[config.mk]
export PLATFORM = sky130hd
export DESIGN_NAME = cordic_rot_iter_flat
export DESIGN_NICKNAME = d
export VERILOG_FILES = /design/src/rtl/cordic_rot_iter_if.sv /design/src/rtl/cordic_rot_iter.sv /design/src/flat_wrapper.sv
export SDC_FILE = /design/constraint.sdc
export NUM_CORES = 1
export LEC_CHECK = 0
export CORE_UTILIZATION = 32
export DETAILED_ROUTE_END_ITERATION = 8
export HOLD_SLACK_MARGIN = 0.1
export SLEW_MARGIN = 15
export SYNTH_ARGS = -nofsm -noshare
export SYNTH_HDL_FRONTEND = slang
export SYNTH_SLANG_ARGS = --single-unit
[constraint.sdc]
create_clock -name clk -period 12.9 [get_ports clk]
set_input_delay 2.58 -clock clk [delete_from_list [all_inputs] [get_ports clk]]
set_output_delay 2.58 -clock clk [all_outputs]
set_load 0.01 [all_outputs]
[src/rtl/cordic_rot_iter_if.sv]
// ----------------------------------------------------------------------------
// cordic_rot_iter_if
// Handshake bundle between an angle producer / result consumer and the
// iterative CORDIC rotation engine.
//   in_valid  : angle offered by the producer
//   in_ready  : engine idle, angle taken when in_valid & in_ready
//   in_angle  : signed angle, Q3.DATA_W radians
//   out_valid : engine holds a result
//   out_ready : consumer takes the result
//   out_cos   : signed cosine, Q2.(DATA_W-2)
//   out_sin   : signed sine,   Q2.(DATA_W-2)
// Modports: master = producer/consumer side, slave = engine side.
// ----------------------------------------------------------------------------
interface cordic_rot_iter_if #(
    parameter int DATA_W = 16
);
    logic                     in_valid;
    logic                     in_ready;
    logic signed [DATA_W+2:0] in_angle;
    logic                     out_valid;
    logic                     out_ready;
    logic signed [DATA_W-1:0] out_cos;
    logic signed [DATA_W-1:0] out_sin;

    modport master (
        output in_valid, in_angle, out_ready,
        input  in_ready, out_valid, out_cos, out_sin
    );

    modport slave (
        input  in_valid, in_angle, out_ready,
        output in_ready, out_valid, out_cos, out_sin
    );
endinterface

[src/rtl/cordic_rot_iter.sv]
// ----------------------------------------------------------------------------
// cordic_rot_iter
// Iterative CORDIC rotation-mode engine: one micro-rotation per clock, result
// (cos, sin) of the accepted angle is presented ITER cycles after acceptance
// and held until the consumer takes it.
// Parameters:
//   DATA_W : output / arctangent table width (8..32)
//   ITER   : micro-rotations per result (1..DATA_W)
// Ports:
//   clk    : clock, rising edge
//   rst    : synchronous active-high reset
//   bus    : cordic_rot_iter_if.slave handshake bundle (angle in, cos/sin out)
// Optional feature:
//   CORDIC_QUAD_FOLD_EN : when defined, angles beyond +/-pi/2 are folded by
//   +/-pi on acceptance and both outputs are negated, extending the usable
//   input range to [-pi, pi] at no extra latency.
// ----------------------------------------------------------------------------
module cordic_rot_iter #(
    parameter int DATA_W = 16,
    parameter int ITER   = 16
) (
    input  logic               clk,
    input  logic               rst,
    cordic_rot_iter_if.slave   bus
);
    localparam int XW = DATA_W + 2;   // x/y: Q2.DATA_W
    localparam int ZW = DATA_W + 3;   // z:   Q3.DATA_W

    // CORDIC gain compensation, floor(0.6072529350 * 2^32) scaled to DATA_W.
    localparam logic [31:0]          K32    = 32'h9B74_EDA8;
    localparam logic signed [XW-1:0] K_INIT = XW'(K32 >> (32 - DATA_W));

`ifdef CORDIC_QUAD_FOLD_EN
    // floor(pi/2 * 2^32) and floor(pi * 2^32) scaled to DATA_W fraction bits.
    localparam logic [35:0]          HALF_PI36 = 36'h1_921F_B544;
    localparam logic [35:0]          PI36      = 36'h3_243F_6A88;
    localparam logic signed [ZW-1:0] HALF_PI   = ZW'(HALF_PI36 >> (32 - DATA_W));
    localparam logic signed [ZW-1:0] PI_FX     = ZW'(PI36 >> (32 - DATA_W));
`endif

    typedef enum logic [1:0] {
        ST_IDLE = 2'd0,
        ST_RUN  = 2'd1,
        ST_DONE = 2'd2
    } state_t;

    // floor(atan(2^-i) * 2^32); beyond i=10 the entry is 2^(32-i)-1.
    function automatic logic [31:0] atan32(input logic [5:0] idx);
        logic [31:0] v;
        case (idx)
            6'd0:    v = 32'hC90F_DAA2;
            6'd1:    v = 32'h76B1_9C15;
            6'd2:    v = 32'h3EB6_EBF2;
            6'd3:    v = 32'h1FD5_BA9A;
            6'd4:    v = 32'h0FFA_ADDB;
            6'd5:    v = 32'h07FF_556E;
            6'd6:    v = 32'h03FF_EAAB;
            6'd7:    v = 32'h01FF_FD55;
            6'd8:    v = 32'h00FF_FFAA;
            6'd9:    v = 32'h007F_FFF5;
            6'd10:   v = 32'h003F_FFFE;
            default: v = 32'hFFFF_FFFF >> idx;
        endcase
        return v;
    endfunction

    state_t                 state_r;
    state_t                 state_nx_s;
    logic                   accept_s;
    logic                   last_s;
    logic [5:0]             i_r;
    logic signed [XW-1:0]   x_r;
    logic signed [XW-1:0]   y_r;
    logic signed [ZW-1:0]   z_r;
    logic                   flag_r;
    logic signed [XW-1:0]   x_nx_s;
    logic signed [XW-1:0]   y_nx_s;
    logic signed [ZW-1:0]   z_nx_s;
    logic signed [ZW-1:0]   atan_z_s;
    logic [31:0]            atan_full_s;
    logic signed [ZW-1:0]   z_init_s;
    logic                   flag_init_s;
    logic signed [DATA_W-1:0] cos_nx_s;
    logic signed [DATA_W-1:0] sin_nx_s;
    logic                   out_valid_r;
    logic signed [DATA_W-1:0] out_cos_r;
    logic signed [DATA_W-1:0] out_sin_r;

    // State register.
    always_ff @(posedge clk) begin
        if (rst) begin
            state_r <= ST_IDLE;
        end else begin
            state_r <= state_nx_s;
        end
    end

    // Next-state decode: accept only in IDLE, leave RUN after iteration ITER-1.
    always_comb begin
        state_nx_s = state_r;
        accept_s   = 1'b0;
        last_s     = 1'b0;
        case (state_r)
            ST_IDLE: begin
                if (bus.in_valid) begin
                    accept_s   = 1'b1;
                    state_nx_s = ST_RUN;
                end else begin
                    state_nx_s = ST_IDLE;
                end
            end
            ST_RUN: begin
                if (i_r == 6'(ITER - 1)) begin
                    last_s     = 1'b1;
                    state_nx_s = ST_DONE;
                end else begin
                    state_nx_s = ST_RUN;
                end
            end
            ST_DONE: begin
                if (bus.out_ready) begin
                    state_nx_s = ST_IDLE;
                end else begin
                    state_nx_s = ST_DONE;
                end
            end
            default: begin
                state_nx_s = ST_IDLE;
            end
        endcase
    end

    // Starting angle, optionally folded into [-pi/2, pi/2].
    always_comb begin
        z_init_s    = bus.in_angle;
        flag_init_s = 1'b0;
`ifdef CORDIC_QUAD_FOLD_EN
        if (bus.in_angle > HALF_PI) begin
            z_init_s    = bus.in_angle - PI_FX;
            flag_init_s = 1'b1;
        end else if (bus.in_angle < -HALF_PI) begin
            z_init_s    = bus.in_angle + PI_FX;
            flag_init_s = 1'b1;
        end else begin
            z_init_s    = bus.in_angle;
            flag_init_s = 1'b0;
        end
`endif
    end

    // One micro-rotation; direction follows the sign of the residual angle.
    always_comb begin
        atan_full_s = atan32(i_r) >> (32 - DATA_W);
        atan_z_s    = ZW'(atan_full_s);
        if (!z_r[ZW-1]) begin
            x_nx_s = x_r - (y_r >>> i_r);
            y_nx_s = y_r + (x_r >>> i_r);
            z_nx_s = z_r - atan_z_s;
        end else begin
            x_nx_s = x_r + (y_r >>> i_r);
            y_nx_s = y_r - (x_r >>> i_r);
            z_nx_s = z_r + atan_z_s;
        end
        if (flag_r) begin
            cos_nx_s = DATA_W'(-(x_nx_s >>> 2));
            sin_nx_s = DATA_W'(-(y_nx_s >>> 2));
        end else begin
            cos_nx_s = DATA_W'(x_nx_s >>> 2);
            sin_nx_s = DATA_W'(y_nx_s >>> 2);
        end
    end

    // Datapath and result registers; the result is captured on the last
    // iteration so it is already stable on entry to DONE.
    always_ff @(posedge clk) begin
        if (rst) begin
            i_r         <= 6'd0;
            x_r         <= '0;
            y_r         <= '0;
            z_r         <= '0;
            flag_r      <= 1'b0;
            out_valid_r <= 1'b0;
            out_cos_r   <= '0;
            out_sin_r   <= '0;
        end else if (accept_s) begin
            i_r    <= 6'd0;
            x_r    <= K_INIT;
            y_r    <= '0;
            z_r    <= z_init_s;
            flag_r <= flag_init_s;
        end else if (state_r == ST_RUN) begin
            i_r <= i_r + 6'd1;
            x_r <= x_nx_s;
            y_r <= y_nx_s;
            z_r <= z_nx_s;
            if (last_s) begin
                out_valid_r <= 1'b1;
                out_cos_r   <= cos_nx_s;
                out_sin_r   <= sin_nx_s;
            end
        end else if ((state_r == ST_DONE) && bus.out_ready) begin
            out_valid_r <= 1'b0;
        end
    end

    // in_ready is masked by rst so the engine never looks ready during reset.
    assign bus.in_ready  = (state_r == ST_IDLE) && !rst;
    assign bus.out_valid = out_valid_r;
    assign bus.out_cos   = out_cos_r;
    assign bus.out_sin   = out_sin_r;

endmodule

[src/flat_wrapper.sv]
// flat-port wrapper written by rule: the top's interface ports become plain ports
module cordic_rot_iter_flat 
#(
    parameter int DATA_W = 16,
    parameter int ITER   = 16
)
  (clk, rst, bus_in_valid, bus_in_angle, bus_out_ready, bus_in_ready, bus_out_valid, bus_out_cos, bus_out_sin);
  cordic_rot_iter_if #(.DATA_W(DATA_W)) bus_i ();
  input  logic clk;
  input  logic rst;
  input wire logic [$bits(bus_i.in_valid)-1:0] bus_in_valid;
  input wire logic [$bits(bus_i.in_angle)-1:0] bus_in_angle;
  input wire logic [$bits(bus_i.out_ready)-1:0] bus_out_ready;
  output wire logic [$bits(bus_i.in_ready)-1:0] bus_in_ready;
  output wire logic [$bits(bus_i.out_valid)-1:0] bus_out_valid;
  output wire logic [$bits(bus_i.out_cos)-1:0] bus_out_cos;
  output wire logic [$bits(bus_i.out_sin)-1:0] bus_out_sin;
  assign bus_i.in_valid = bus_in_valid;
  assign bus_i.in_angle = bus_in_angle;
  assign bus_i.out_ready = bus_out_ready;
  assign bus_in_ready = bus_i.in_ready;
  assign bus_out_valid = bus_i.out_valid;
  assign bus_out_cos = bus_i.out_cos;
  assign bus_out_sin = bus_i.out_sin;
  cordic_rot_iter #(.DATA_W(DATA_W), .ITER(ITER)) u_core (.clk(clk), .rst(rst), .bus(bus_i));
endmodule
==> results_dict.tcl <==
set metrics [dict create \
    drive_gt1_frac 0.0746 \
    ant_nets 0 \
    r2r-start "u_core.i_r[1]" \
    h-tree-depth 3 \
    cts_tree "yes" \
    fmax_ghz 0.160 \
    drcViolationCount 0 \
    routedWlPerCell_um 17.8 \
    place_congestion 0.952 \
    ys_ff_latch 96 \
    cp.buffers_inverters 3 \
    path_max_fanout 38 \
    port_buffers 56 \
    wl_um 28700 \
    finalWorstSetupSlack_ps 6650 \
    die_y_um 174 \
    relSlewSlack 0.290 \
    area.growth.synth_to_final_pct 11.8 \
    gr-total-overflow 0 \
    cts_sinks 96 \
    viasPerCell 5.60 \
    clk_pin_slew_ps 70 \
    holdCritStartpoint "u_core.bus.out_sin[9]" \
    holdCritPathClass "reg -> reg" \
    slowest_stage "clkdlybuf4s50_1" \
    syn_inst 1227 \
    synth.distinct_cells 84 \
    max_stage_delay_ps 560 \
    min_period_over_period 0.485 \
    yosysSeqAreaShare 0.204 \
    worstSetupPathDepth 4 \
    synth_area_um2 9440 \
    crit_chain "buf_2 -> buf_4 -> nor3_1 -> clkdlybuf4s50_1" \
    final_nets 1317 \
    grt_pass1_wl_um 47200 \
    post-route-util 0.366 \
    r2r_slack_ps 7250 \
    cts_resized 0 \
    rsz0062_at_grt "false" \
    setup-tns-final_ps 0 \
    dr_total_vias 9065 \
    cellPowerDensity_nw_per_um2 143 \
    synth_area_per_cell_um2 7.69 \
    drt_iter0_markers 659 \
    cts_setup_buffers 0 \
    synthFlopType "dfxtp_1" \
    fp.dieArea_um2 30200 \
    placed_cell_area_um2 10300 \
    hold_path_depth 2 \
    min_period_ps 6250 \
    reg2reg_depth 21 \
    first_global_vias 8788 \
    clock_tree.root_cell "clkbuf_16" \
    place_hpwl_um 20800 \
    synthArstFlopShare 0 \
    crit_path_start_kind "primary input" \
    die_w_um 174 \
    place_inst 1602 \
    setup_viol 0 \
    row_count 62 \
    fin_area_um2 10600 \
    min_to "u_core.bus.out_sin[9]" \
    maxSlewViolCount 0 \
    synth_edf_count 0 \
    power_leakage_nw 3.92 \
    postCtsHoldBufs 0 \
    r2r-end "u_core.z_r[17]" \
    status "finished, final reports clean" \
    hold_viol_final 0 \
    insertion_delay_ps 370 \
    peakVddDrop_mv 0.0720 \
    cp.required_ps 10320 \
    grt_max_degree 65 \
    antenna_cells 0 \
    synth_nets 1315 \
    cts_buffers 9 \
    cp.arrival_ps 3670 \
    cts_buffer_depth 2 \
    final_cells 1618 \
    grt_usage 0.195 \
    worstMarginPinSlew_ps 1060 \
    antenna_found_initial 0 \
    core-area_um2 28900 \
    maxCapViolations 0 \
    cp-end-kind "primary output" \
    path_delay_family "buffers and inverters" \
    clock_skew_ps 7.84 \
    drtPass1Iterations 7 \
    io_pins 57 \
    yosysWarnings 0 \
    n_fill_cell 3038 \
    initial_core_util 0.327 \
    pre_cts_slack_ps 6620 \
    worst-setup-path-type "in -> out" \
]
## cell usage in the layout (no fill, tap or decap), types with 7 or more instances in the layout
cell	Yosys	layout
nand3_1	17	17
nor3_1	40	38
inv_1	24	24
clkbuf_16	0	9
nor2_1	108	107
and3_1	12	12
buf_4	4	17
o21ai_0	43	43
a31oi_1	20	20
and2_1	15	15
nor2b_1	12	12
nand4_1	7	7
o31ai_1	7	7
a21o_1	13	13
ha_1	62	62
clkdlybuf4s50_1	0	55
a211oi_1	9	9
o211ai_1	7	7
mux2_1	8	8
o21a_1	10	10
nand2b_1	12	12
xnor2_1	65	65
mux4_2	28	28
dfxtp_1	96	93
o22ai_1	12	12
nand2_1	174	174
a22oi_1	24	24
xor2_1	31	31
a21oi_1	147	147
mux2i_1	33	33
## worst min-delay path: stages, from the launching register on
cell and delay (ps):
dfxtp_1 310, nand2_1 50, a21oi_1 50
## stage by stage
stage               hold slack, ps  power (mW)
floorplan                      441        1.05
global placement               444        1.22
detailed placement             449        1.23
CTS                            456        1.51
global route                   481        1.64
finish                         454        1.51
## area by class of cell
type | instances | area [µm²] | area share
Tap cell | 384 | 480 | 0.0455
Clock buffer | 10 | 229 | 0.0217
Multi-Input combinational cell | 1024 | 7080 | 0.670
Sequential cell | 96 | 1930 | 0.182
Clock inverter | 6 | 67.6 | 0.00640
Inverter | 25 | 93.8 | 0.00889
Timing Repair Buffer | 73 | 683 | 0.0647
## cells by family (layout without fill, tap and decap cells)
group / count (synthesis) / in the layout / share of synthesized area
mux: 75 / 75 / 0.119
compound gates: 351 / 351 / 0.234
buf+inv: 107 / 114 / 0.0494
xor+xnor: 96 / 96 / 0.0891
fa+ha+maj: 65 / 65 / 0.0885
simple gates: 437 / 437 / 0.217
flops: 96 / 96 / 0.204
## worst max-delay path by stage
stage	from	endpoint	slack [ps]
6_report	rst	bus_in_ready	6650
3_5_place_dp	rst	bus_in_ready	6620
5_1_grt	rst	bus_in_ready	6590
2_1_floorplan	rst	bus_in_ready	7080
3_3_place_gp	rst	bus_in_ready	6600
4_1_cts	rst	bus_in_ready	6620
## flip-flops by register name, indices dropped and copies added (netlist names)
| name | flops |
|---|---|
| u_core.x_r | 18 |
| u_core.y_r | 18 |
| u_core.state_r | 2 |
| u_core.i_r | 6 |
| u_core.bus.out_valid | 1 |
| u_core.z_r | 19 |
| u_core.bus.out_sin | 16 |
| u_core.bus.out_cos | 16 |
## cells in the mapped netlist (12+ instances only)
cell / n / area, µm²
nor2b_1: 12 / 75.1
nand2b_1: 12 / 75.1
inv_1: 24 / 90.1
nand2_1: 174 / 653
a22oi_1: 24 / 180
ha_1: 62 / 776
mux4_2: 28 / 631
a21oi_1: 147 / 736
nor2_1: 108 / 405
xnor2_1: 65 / 569
mux2i_1: 33 / 330
dfxtp_1: 96 / 1920
a31oi_1: 20 / 125
o22ai_1: 12 / 75.1
nor3_1: 40 / 200
and3_1: 12 / 75.1
clkbuf_1: 54 / 203
a21o_1: 13 / 97.6
nand3_1: 17 / 85.1
o21ai_0: 43 / 215
and2_1: 15 / 93.8
xor2_1: 31 / 272
## per-layer routing
metal	up-vias	global-route usage	part of all wire
met2	286	0.314	0.46
met4	0	0.0983	0.039
met3	54	0.0320	0.055
met1	4268	0.251	0.45
met5	-	0	0
li1	4457	-	-
## power breakdown
part | internal (mW) | switching (mW) | total [mW] | leakage (nW)
combinational | 0.374 | 0.480 | 0.854 | 2.99
clock | 0.151 | 0.128 | 0.279 | 0.139
sequential | 0.323 | 0.0550 | 0.378 | 0.783
No activity file was read; power rests on OpenSTA's default activity.
